## src/rtl/xy_vector_gen.sv

```systemverilog
// xy_vector_gen: traces a closed polygon from a writable vertex table onto X/Y DAC codes (option XY_TRANSFORM_EN adds xform).
// Latency: run sampled high at edge N gives the first sample after edge N+2; each segment is 2^step_shift+1 cycles.
// Backpressure: none downstream; ena low freezes the walker and outputs, table writes still land.
module xy_vector_gen #(
    parameter int DAC_W     = 8,
    parameter int NPTS      = 16,
    parameter int ADDR_W    = 4,
    parameter int MAX_SHIFT = 6
) (
    input  logic              clk,
    input  logic              rst_n,
    input  logic              ena,
    input  logic              run,
    input  logic [ADDR_W-1:0] last_idx,
    input  logic [2:0]        step_shift,
    input  logic              wr_en,
    input  logic [ADDR_W-1:0] wr_addr,
    input  logic [DAC_W-1:0]  wr_x,
    input  logic [DAC_W-1:0]  wr_y,
    input  logic              wr_blank,
`ifdef XY_TRANSFORM_EN
    input  logic [1:0]        xform,
`endif
    output logic [DAC_W-1:0]  xdac,
    output logic [DAC_W-1:0]  ydac,
    output logic              blank,
    output logic              frame_pulse,
    output logic              busy
);
    localparam int                PW        = DAC_W + MAX_SHIFT + 2;
    localparam logic [ADDR_W-1:0] LAST_MAX  = ADDR_W'(NPTS - 1);
    localparam logic [2:0]        SHIFT_MAX = 3'(MAX_SHIFT);

    typedef struct packed {
        logic [DAC_W-1:0] x;
        logic [DAC_W-1:0] y;
        logic             blank;
    } vtx_t;

    typedef enum logic [1:0] {
        IDLE  = 2'd0,
        FETCH = 2'd1,
        STEP  = 2'd2
    } state_t;

    vtx_t                  tbl [NPTS];
    state_t                state;
    vtx_t                  s_q;
    vtx_t                  v_s;
    vtx_t                  v_e;
    logic signed [DAC_W:0] dx_q;
    logic signed [DAC_W:0] dy_q;
    logic [MAX_SHIFT-1:0]  k_q;
    logic [MAX_SHIFT-1:0]  k_last;
    logic [ADDR_W-1:0]     idx;
    logic [ADDR_W-1:0]     last_q;
    logic [ADDR_W-1:0]     last_clamp;
    logic [ADDR_W-1:0]     nxt_idx;
    logic [2:0]            shift_q;
    logic [2:0]            shift_clamp;
    logic signed [PW-1:0]  prod_x;
    logic signed [PW-1:0]  prod_y;
    logic [DAC_W-1:0]      x_smp;
    logic [DAC_W-1:0]      y_smp;
    logic [DAC_W-1:0]      x_out;
    logic [DAC_W-1:0]      y_out;

    always_ff @(posedge clk or negedge rst_n) begin
        if (!rst_n) begin
            for (int n = 0; n < NPTS; n++) begin
                tbl[n] <= '0;
            end
        end else if (wr_en && (32'(wr_addr) < 32'(NPTS))) begin
            tbl[wr_addr] <= {wr_x, wr_y, wr_blank};
        end
    end

    always_comb begin
        last_clamp  = (32'(last_idx) >= 32'(NPTS)) ? LAST_MAX : last_idx;
        shift_clamp = (step_shift > SHIFT_MAX) ? SHIFT_MAX : step_shift;
        nxt_idx     = (idx >= last_clamp) ? '0 : idx + ADDR_W'(1);
        v_s         = tbl[idx];
        v_e         = tbl[nxt_idx];
        k_last      = MAX_SHIFT'((32'd1 << shift_q) - 32'd1);
        // Arithmetic shift of the signed product floors toward -inf, which keeps
        // the sum inside the DAC range, so the modular add below is exact.
        prod_x      = PW'(dx_q) * PW'($signed({1'b0, k_q}));
        prod_y      = PW'(dy_q) * PW'($signed({1'b0, k_q}));
        x_smp       = s_q.x + DAC_W'(prod_x >>> shift_q);
        y_smp       = s_q.y + DAC_W'(prod_y >>> shift_q);
`ifdef XY_TRANSFORM_EN
        x_out = xform[0] ? ~x_smp : x_smp;
        y_out = y_smp;
        if (xform[1]) begin
            x_out = y_smp;
            y_out = xform[0] ? ~x_smp : x_smp;
        end
`else
        x_out = x_smp;
        y_out = y_smp;
`endif
    end

    always_ff @(posedge clk or negedge rst_n) begin
        if (!rst_n) begin
            state       <= IDLE;
            idx         <= '0;
            last_q      <= '0;
            shift_q     <= '0;
            k_q         <= '0;
            s_q         <= '0;
            dx_q        <= '0;
            dy_q        <= '0;
            xdac        <= '0;
            ydac        <= '0;
            blank       <= 1'b1;
            frame_pulse <= 1'b0;
            busy        <= 1'b0;
        end else if (ena) begin
            frame_pulse <= 1'b0;
            case (state)
                IDLE: begin
                    blank <= 1'b1;
                    busy  <= 1'b0;
                    if (run) begin
                        state <= FETCH;
                        idx   <= '0;
                        busy  <= 1'b1;
                    end
                end
                FETCH: begin
                    if (!run) begin
                        state <= IDLE;
                        blank <= 1'b1;
                        busy  <= 1'b0;
                    end else begin
                        s_q     <= v_s;
                        dx_q    <= $signed({1'b0, v_e.x}) - $signed({1'b0, v_s.x});
                        dy_q    <= $signed({1'b0, v_e.y}) - $signed({1'b0, v_s.y});
                        k_q     <= '0;
                        last_q  <= last_clamp;
                        shift_q <= shift_clamp;
                        state   <= STEP;
                    end
                end
                STEP: begin
                    if (!run) begin
                        state <= IDLE;
                        blank <= 1'b1;
                        busy  <= 1'b0;
                    end else begin
                        xdac        <= x_out;
                        ydac        <= y_out;
                        blank       <= s_q.blank;
                        frame_pulse <= (k_q == '0) && (idx == '0);
                        if (k_q == k_last) begin
                            idx   <= (idx >= last_q) ? '0 : idx + ADDR_W'(1);
                            state <= FETCH;
                        end else begin
                            k_q <= k_q + MAX_SHIFT'(1);
                        end
                    end
                end
                default: begin
                    state <= IDLE;
                    blank <= 1'b1;
                    busy  <= 1'b0;
                end
            endcase
        end else begin
            frame_pulse <= 1'b0;
        end
    end
endmodule

```

## config.mk

```make
export PLATFORM = sky130hd
export DESIGN_NAME = xy_vector_gen
export DESIGN_NICKNAME = d
export VERILOG_FILES = /design/src/rtl/xy_vector_gen.sv
export SDC_FILE = /design/constraint.sdc
export NUM_CORES = 1
export LEC_CHECK = 0
export CAP_MARGIN = 20
export CORE_UTILIZATION = 40
export DETAILED_ROUTE_END_ITERATION = 8
export DONT_BUFFER_PORTS = 1
export GPL_TIMING_DRIVEN = 0
export SETUP_SLACK_MARGIN = 0.5
export SYNTH_ARGS = -nofsm -noshare
export SYNTH_HDL_FRONTEND = slang
export SYNTH_SLANG_ARGS = --single-unit
```

## constraint.sdc

```tcl
create_clock -name clk -period 9.11 [get_ports clk]
set_input_delay 0.911 -clock clk [delete_from_list [all_inputs] [get_ports clk]]
set_output_delay 0.911 -clock clk [all_outputs]
set_load 0.05 [all_outputs]
```

==> impl_metrics.tcl, run 1 <==
set metrics [dict create \
    outcome "complete, no violations" \
    ys_types 75 \
    ctsHoldBuffers 0 \
    synth_top_family_by_area "multiplexers" \
    ir_drop_mv 0.151 \
    postCtsSetupBuffers 0 \
    r2r_end "xdac[7]" \
    post_cts_resized 0 \
    wl_per_cell_um 23.8 \
    cts_made_buffers 38 \
    r2r-start "k_q[2]" \
    ys_warn_count 0 \
    portBuffers 0 \
    crit_end "xdac[7]" \
    clkSlewWorstSetupHoldPaths_ps 60 \
    reg2reg_slack_ps 1310 \
    syn2layout_area_growth_pct 9.76 \
    cp.arrival_ps 8210 \
    max-cap-violations 0 \
    num_antenna_cells 0 \
    dp_hpwl_um 53100 \
    synth_top_area_share_pct 36.1 \
    rows 89 \
    synthMuxAreaShare_pct 25.2 \
    dieArea_mm2 0.0605 \
    netlist_instances 2141 \
    detail_route.wirelength_um 71100 \
    grt_pass1_vias 18068 \
    yosysSeqAreaShare_pct 36.3 \
    finalSetupViolCount 0 \
    start_util_pct 40.4 \
    fmax_mhz 128 \
    synth_top_area_cell "dfrtp_1" \
    ys_seq_elements 345 \
    cts_root_buffer "clkbuf_16" \
    yosys-top-cells-area "dfrtp_1 36%, mux2_2 14%, mux4_2 9.0%, fa_1 6.6%, ha_1 5.5%" \
    overflow 0 \
    crit_type "reg -> reg" \
    avgViaCountPerCell 5.85 \
    die_x_um 246 \
    powerDensity_mw_per_mm2 309 \
    antenna_found_initial 0 \
    syn_area_per_cell_um2 11.1 \
    io_pins 52 \
    synth_edf_count 0 \
    cp-end-kind "flop" \
    track_usage_pct 24.1 \
    synth-xor-area-share_pct 2.39 \
    die_y_um 246 \
    crit_path_start_kind "flop" \
    synth_adder_area_share_pct 12.1 \
    h-tree-depth 2 \
    min_period_ps 7800 \
    fin_worst_skew_ps 15.0 \
    vias 17460 \
    grt_max_degree 346 \
    dr.pass1.iters 7 \
    crit_required_ps 9520 \
    cts_tree "done" \
    clock-sinks 345 \
    hold_viol_final 0 \
    cp_max_fo 10 \
    rsz0062_at_grt "false" \
    place.gp.congestion 0.929 \
    drtIter0Drc 1487 \
    min-delay-path-class "in -> async" \
    grt_pass1_wl_um 110000 \
    synth_fp_nets 2357 \
    synthFlopType "dfrtp_1" \
    setup_tns_ps 0 \
    synth_compound_area_share_pct 10.3 \
    clkLatencyLatePin_ps 540 \
    postRouteAntennaNets 0 \
    core_region_area_mm2 0.0589 \
    relSlewSlack_pct 21.1 \
    maxSlewViolCount 0 \
    crit_start "k_q[2]" \
    async_reset_ff_share_pct 100 \
    final_nets 2399 \
    clock_path_buffers 3 \
    finalCritPeriodShare_pct 85.7 \
    worstMarginPinSlew_ps 1180 \
    syn_area_mm2 0.0238 \
    p_total_w 0.00807 \
    drive_above_1_share_pct 22.2 \
    synthSimpleGateAreaFrac_pct 8.78 \
    holdWs_ps 65.7 \
    power_leakage_nw 11.0 \
    reg2regPathDepth 27 \
    drc 0 \
]
## cell families (layout without fill, tap and decap cells)
logic type,count (synthesis),in the layout
multiplexers,445,445
AND/OR/NAND/NOR,434,434
AO/OA/AOI/OAI,373,373
flip-flops,345,345
buffers and inverters,296,365
adder cells (fa/ha/maj),183,183
XOR/XNOR,65,65
## routing by layer
layer,global-route usage (%),part of all wire [%],routed length (µm)
met4,9.83,4.2,2980
met3,4.95,7.1,5030
met5,0,0,0
met2,40.1,48,34200
met1,30.4,41,28900
## stage by stage
step	utilization, %	area, µm²	worst slack, ps	cells
after floorplan	-	23800	2700	2141
after global placement	42.1	24800	1620	2914
after detailed placement	42.1	24800	1430	2916
after CTS	44.4	26100	1350	2983
after global routing	44.4	26100	808	2983
final	44.4	26100	1310	2983
## how the worst min path moves through the flow
| stage | slack, ps | from | endpoint |
|---|---|---|---|
| floorplan | 450 | last_q[1] | last_q[1] |
| global placement | 460 | last_q[3] | last_q[3] |
| detailed placement | 470 | last_q[2] | last_q[2] |
| CTS | 60 | rst_n | tbl[134] |
| global route | 50 | rst_n | tbl[6] |
| finish | 70 | rst_n | tbl[134] |
## power by group
group          internal, W  total, W  switching, W
clock              0.00101   0.00165      0.000638
combinational      0.00169   0.00393       0.00224
sequential         0.00195   0.00248      0.000536
## critical path, stage by stage (launching register included)
cell and delay [ps]:
dfrtp_1 410, clkbuf_1 520, clkbuf_1 490, nand2_1 140
fa_1 560, fa_1 460, fa_1 560, inv_1 60
fa_1 480, ha_1 400, nor2_1 80, or2_1 270
a31oi_2 260, a21oi_1 110, o21bai_1 160, xnor2_1 220
mux2i_1 180, nand2_1 100, a31oi_1 110, ha_1 410
nand3_1 90, o211ai_1 270, nor4_1 90, nor3_1 340
xnor2_1 240, nand4_1 160, nor4b_1 440, a211oi_2 60
## registers in the layout (all words and copies together) (netlist names)
| signal | flops |
|---|---|
| last_q | 4 |
| state | 2 |
| shift_q | 3 |
| idx | 4 |
| busy | 1 |
| k_q | 6 |
| dx_q | 9 |
| blank | 1 |
| s_q | 17 |
| ydac | 8 |
| tbl | 272 |
| dy_q | 9 |
| xdac | 8 |
| frame_pulse | 1 |
## Yosys cell counts (6+ instances only)
master / n
o31ai_1: 6
mux4_2: 95
o221ai_1: 22
buf_1: 10
nor2b_1: 14
fa_1: 78
nor3_1: 14
a21o_1: 14
nor2_1: 77
xor2_1: 24
inv_1: 150
mux2i_1: 60
and2_1: 92
dfrtp_1: 344
o22ai_1: 7
a22o_1: 14
mux2_2: 290
a31oi_1: 20
o21ai_0: 125
nand3b_1: 6
clkbuf_1: 103
o211ai_1: 23
a22oi_1: 14
or3_1: 7
nand2_1: 168
a211oi_1: 23
a21oi_1: 56
xnor2_1: 41
nand2b_1: 16
nand3_1: 14
buf_2: 23
ha_1: 105
## area by class of cell
class / instances / area, µm²
Fill cell: 5508 / 32800
Multi-Input combinational cell: 1500 / 14000
Sequential cell: 345 / 8630
Clock buffer: 61 / 1200
Tap cell: 773 / 967
Buffer: 143 / 603
Inverter: 153 / 574
Clock inverter: 6 / 130
Timing Repair Buffer: 2 / 26.3
## cell usage in the layout (no fill, tap or decap), types with 16 or more instances in the layout
master	count
a211oi_1	23
a21oi_1	56
a31oi_1	20
and2_1	92
buf_2	23
clkbuf_1	113
clkbuf_16	41
dfrtp_1	344
fa_1	78
ha_1	105
inv_1	150
mux2_2	290
mux2i_1	60
mux4_2	95
nand2_1	168
nand2b_1	16
nor2_1	77
o211ai_1	23
o21ai_0	125
o221ai_1	22
xnor2_1	41
xor2_1	24
(Power assumes the default switching activity.)
==> run 2, diff against run 1 <==
- clock period: 9.11 -> 6.8 ns (I/O delays scaled with it)
==> impl_metrics.tcl, run 2 (synthesis results as in run 1) <==
set metrics [dict create \
    outcome "finished, violations left" \
    violations "DRC, hold timing" \
    ir_drop_mv 0.229 \
    cts_root_buffer "clkbuf_16" \
    reg2reg_slack_ps 200 \
    setup_tns_ps 0 \
    crit_path_frequent_cell "fa_1" \
    drive_above_1_share_pct 27.5 \
    finalCritPeriodShare_pct 97.0 \
    clkSlewWorstSetupHoldPaths_ps 60 \
    final_cell_mix "343 x dfrtp_1, 289 x mux2_2, 166 x nand2_1" \
    cp-end-kind "flop" \
    maxSlewViolCount 0 \
    start_util_pct 40.4 \
    hold_viol_final 197 \
    track_usage_pct 24.5 \
    portBuffers 0 \
    max-cap-violations 0 \
    largest_registers "tbl x272, s_q x17" \
    layout_commonest_cell "dfrtp_1" \
    dr.pass1.iters 7 \
    die_y_um 246 \
    drtIter0Drc 1464 \
    vias 17740 \
    fin_util_pct 46.0 \
    fmax_mhz 152 \
    syn2layout_area_growth_pct 13.7 \
    cp_num_buf_inv 7 \
    crit_path_top_delay_cell "fa_1" \
    die_x_um 246 \
    place_inst 2915 \
    reg2regPathDepth 26 \
    instances_no_fill 3031 \
    min_period_ps 6600 \
    clock_path_buffers 3 \
    rsz0062_at_grt "true" \
    r2r_end "xdac[7]" \
    largest_register "tbl" \
    crit_path_start_kind "flop" \
    grt_pass1_vias 18442 \
    io_pins 52 \
    postRouteAntennaNets 0 \
    final_cell_area_mm2 0.0271 \
    avgViaCountPerCell 5.85 \
    crit_family "adder cells" \
    place.gp.congestion 0.930 \
    holdWs_ps -168 \
    cts_made_buffers 38 \
    rows 89 \
    drc 4 \
    fin_worst_skew_ps 26.5 \
    wl_per_cell_um 24.1 \
    h-tree-depth 2 \
    dpl_cell_area_mm2 0.0248 \
    detail_route.wirelength_um 73100 \
    clock-sinks 345 \
    dp_hpwl_um 52700 \
    powerDensity_mw_per_mm2 427 \
    worstMarginPinSlew_ps 1290 \
    core_region_area_mm2 0.0589 \
    finalSetupViolCount 0 \
    cpPeakStageDelay_ps 570 \
    grt_pass1_wl_um 113000 \
    antenna_found_initial 0 \
    crit_type "reg -> reg" \
    crit_required_ps 7260 \
    r2r-start "k_q[1]" \
    clkLatencyLatePin_ps 560 \
    overflow 0 \
    power_leakage_nw 11.4 \
    cp_max_fo 10 \
    dieArea_mm2 0.0605 \
    min-delay-path-class "in -> async" \
    final_nets 2446 \
    relSlewSlack_pct 14.2 \
    cp.arrival_ps 7060 \
    cts_tree "done" \
    grt_max_degree 346 \
    largest_reg_flops 272 \
]
## run 2: cell types whose count changed in the layout (fill, tap and decap cells not counted), sizes merged
cell,change
buf,+47
clkbuf,-4
clkinv,+3
diode,+1
inv,+1
## run 2: final cells by class
| type | instances | area (µm²) |
|---|---|---|
| clock buffer | 57 | 1170 |
| fill | 5452 | 31800 |
| clock inverter | 10 | 154 |
| timing repair buffer | 49 | 375 |
| tap | 773 | 967 |
| sequential | 345 | 8640 |
| antenna | 1 | 2.50 |
| buffer | 143 | 719 |
| multi-input combinational | 1500 | 14500 |
| inverter | 153 | 576 |
## run 2: power by group
group,internal [W],total (W),switching [W]
Clock,0.00134,0.00221,0.000870
Sequential,0.00261,0.00333,0.000719
Combinational,0.00272,0.00601,0.00329
Total,0.00668,0.0116,0.00488
## run 2: how the worst max path moves through the flow
stage,slack (ps),from,cells past startpoint,to
after detailed placement,-570,k_q[5],30,ydac[7]
after floorplan,500,k_q[1],29,ydac[7]
after global routing,-30,k_q[1],27,xdac[7]
after CTS,140,k_q[1],31,xdac[7]
final,200,k_q[1],26,xdac[7]
after global placement,-530,k_q[5],30,ydac[7]
## run 2: timing repair
| action | 4_1_cts | 5_1_grt |
|---|---|---|
| setup endpoints to repair | 19 | 10 |
| buffers inserted | 40 | 7 |
| pin swaps | 33 | 40 |
| resized for setup | 60 | 67 |
| hold endpoints to repair | 344 | 344 |
## run 2: layer usage
metal / track usage (%) / up-vias / routed length, µm
li1: - / 7813 / -
met1: 31.3 / 9085 / 29700
met2: 41.2 / 680 / 35500
met3: 3.99 / 162 / 4740
met4: 10.0 / 0 / 3130
met5: 0 / - / 0
## run 2: metrics by stage
stage / hold WS (ps) / power [W] / setup WS (ps)
final: -168 / 0.0116 / 201
after global routing: -185 / 0.0122 / -33.8
after global placement: 405 / 0.00842 / -532
after detailed placement: 402 / 0.00854 / -574
after CTS: -183 / 0.0112 / 137
after floorplan: 384 / 0.00690 / 504
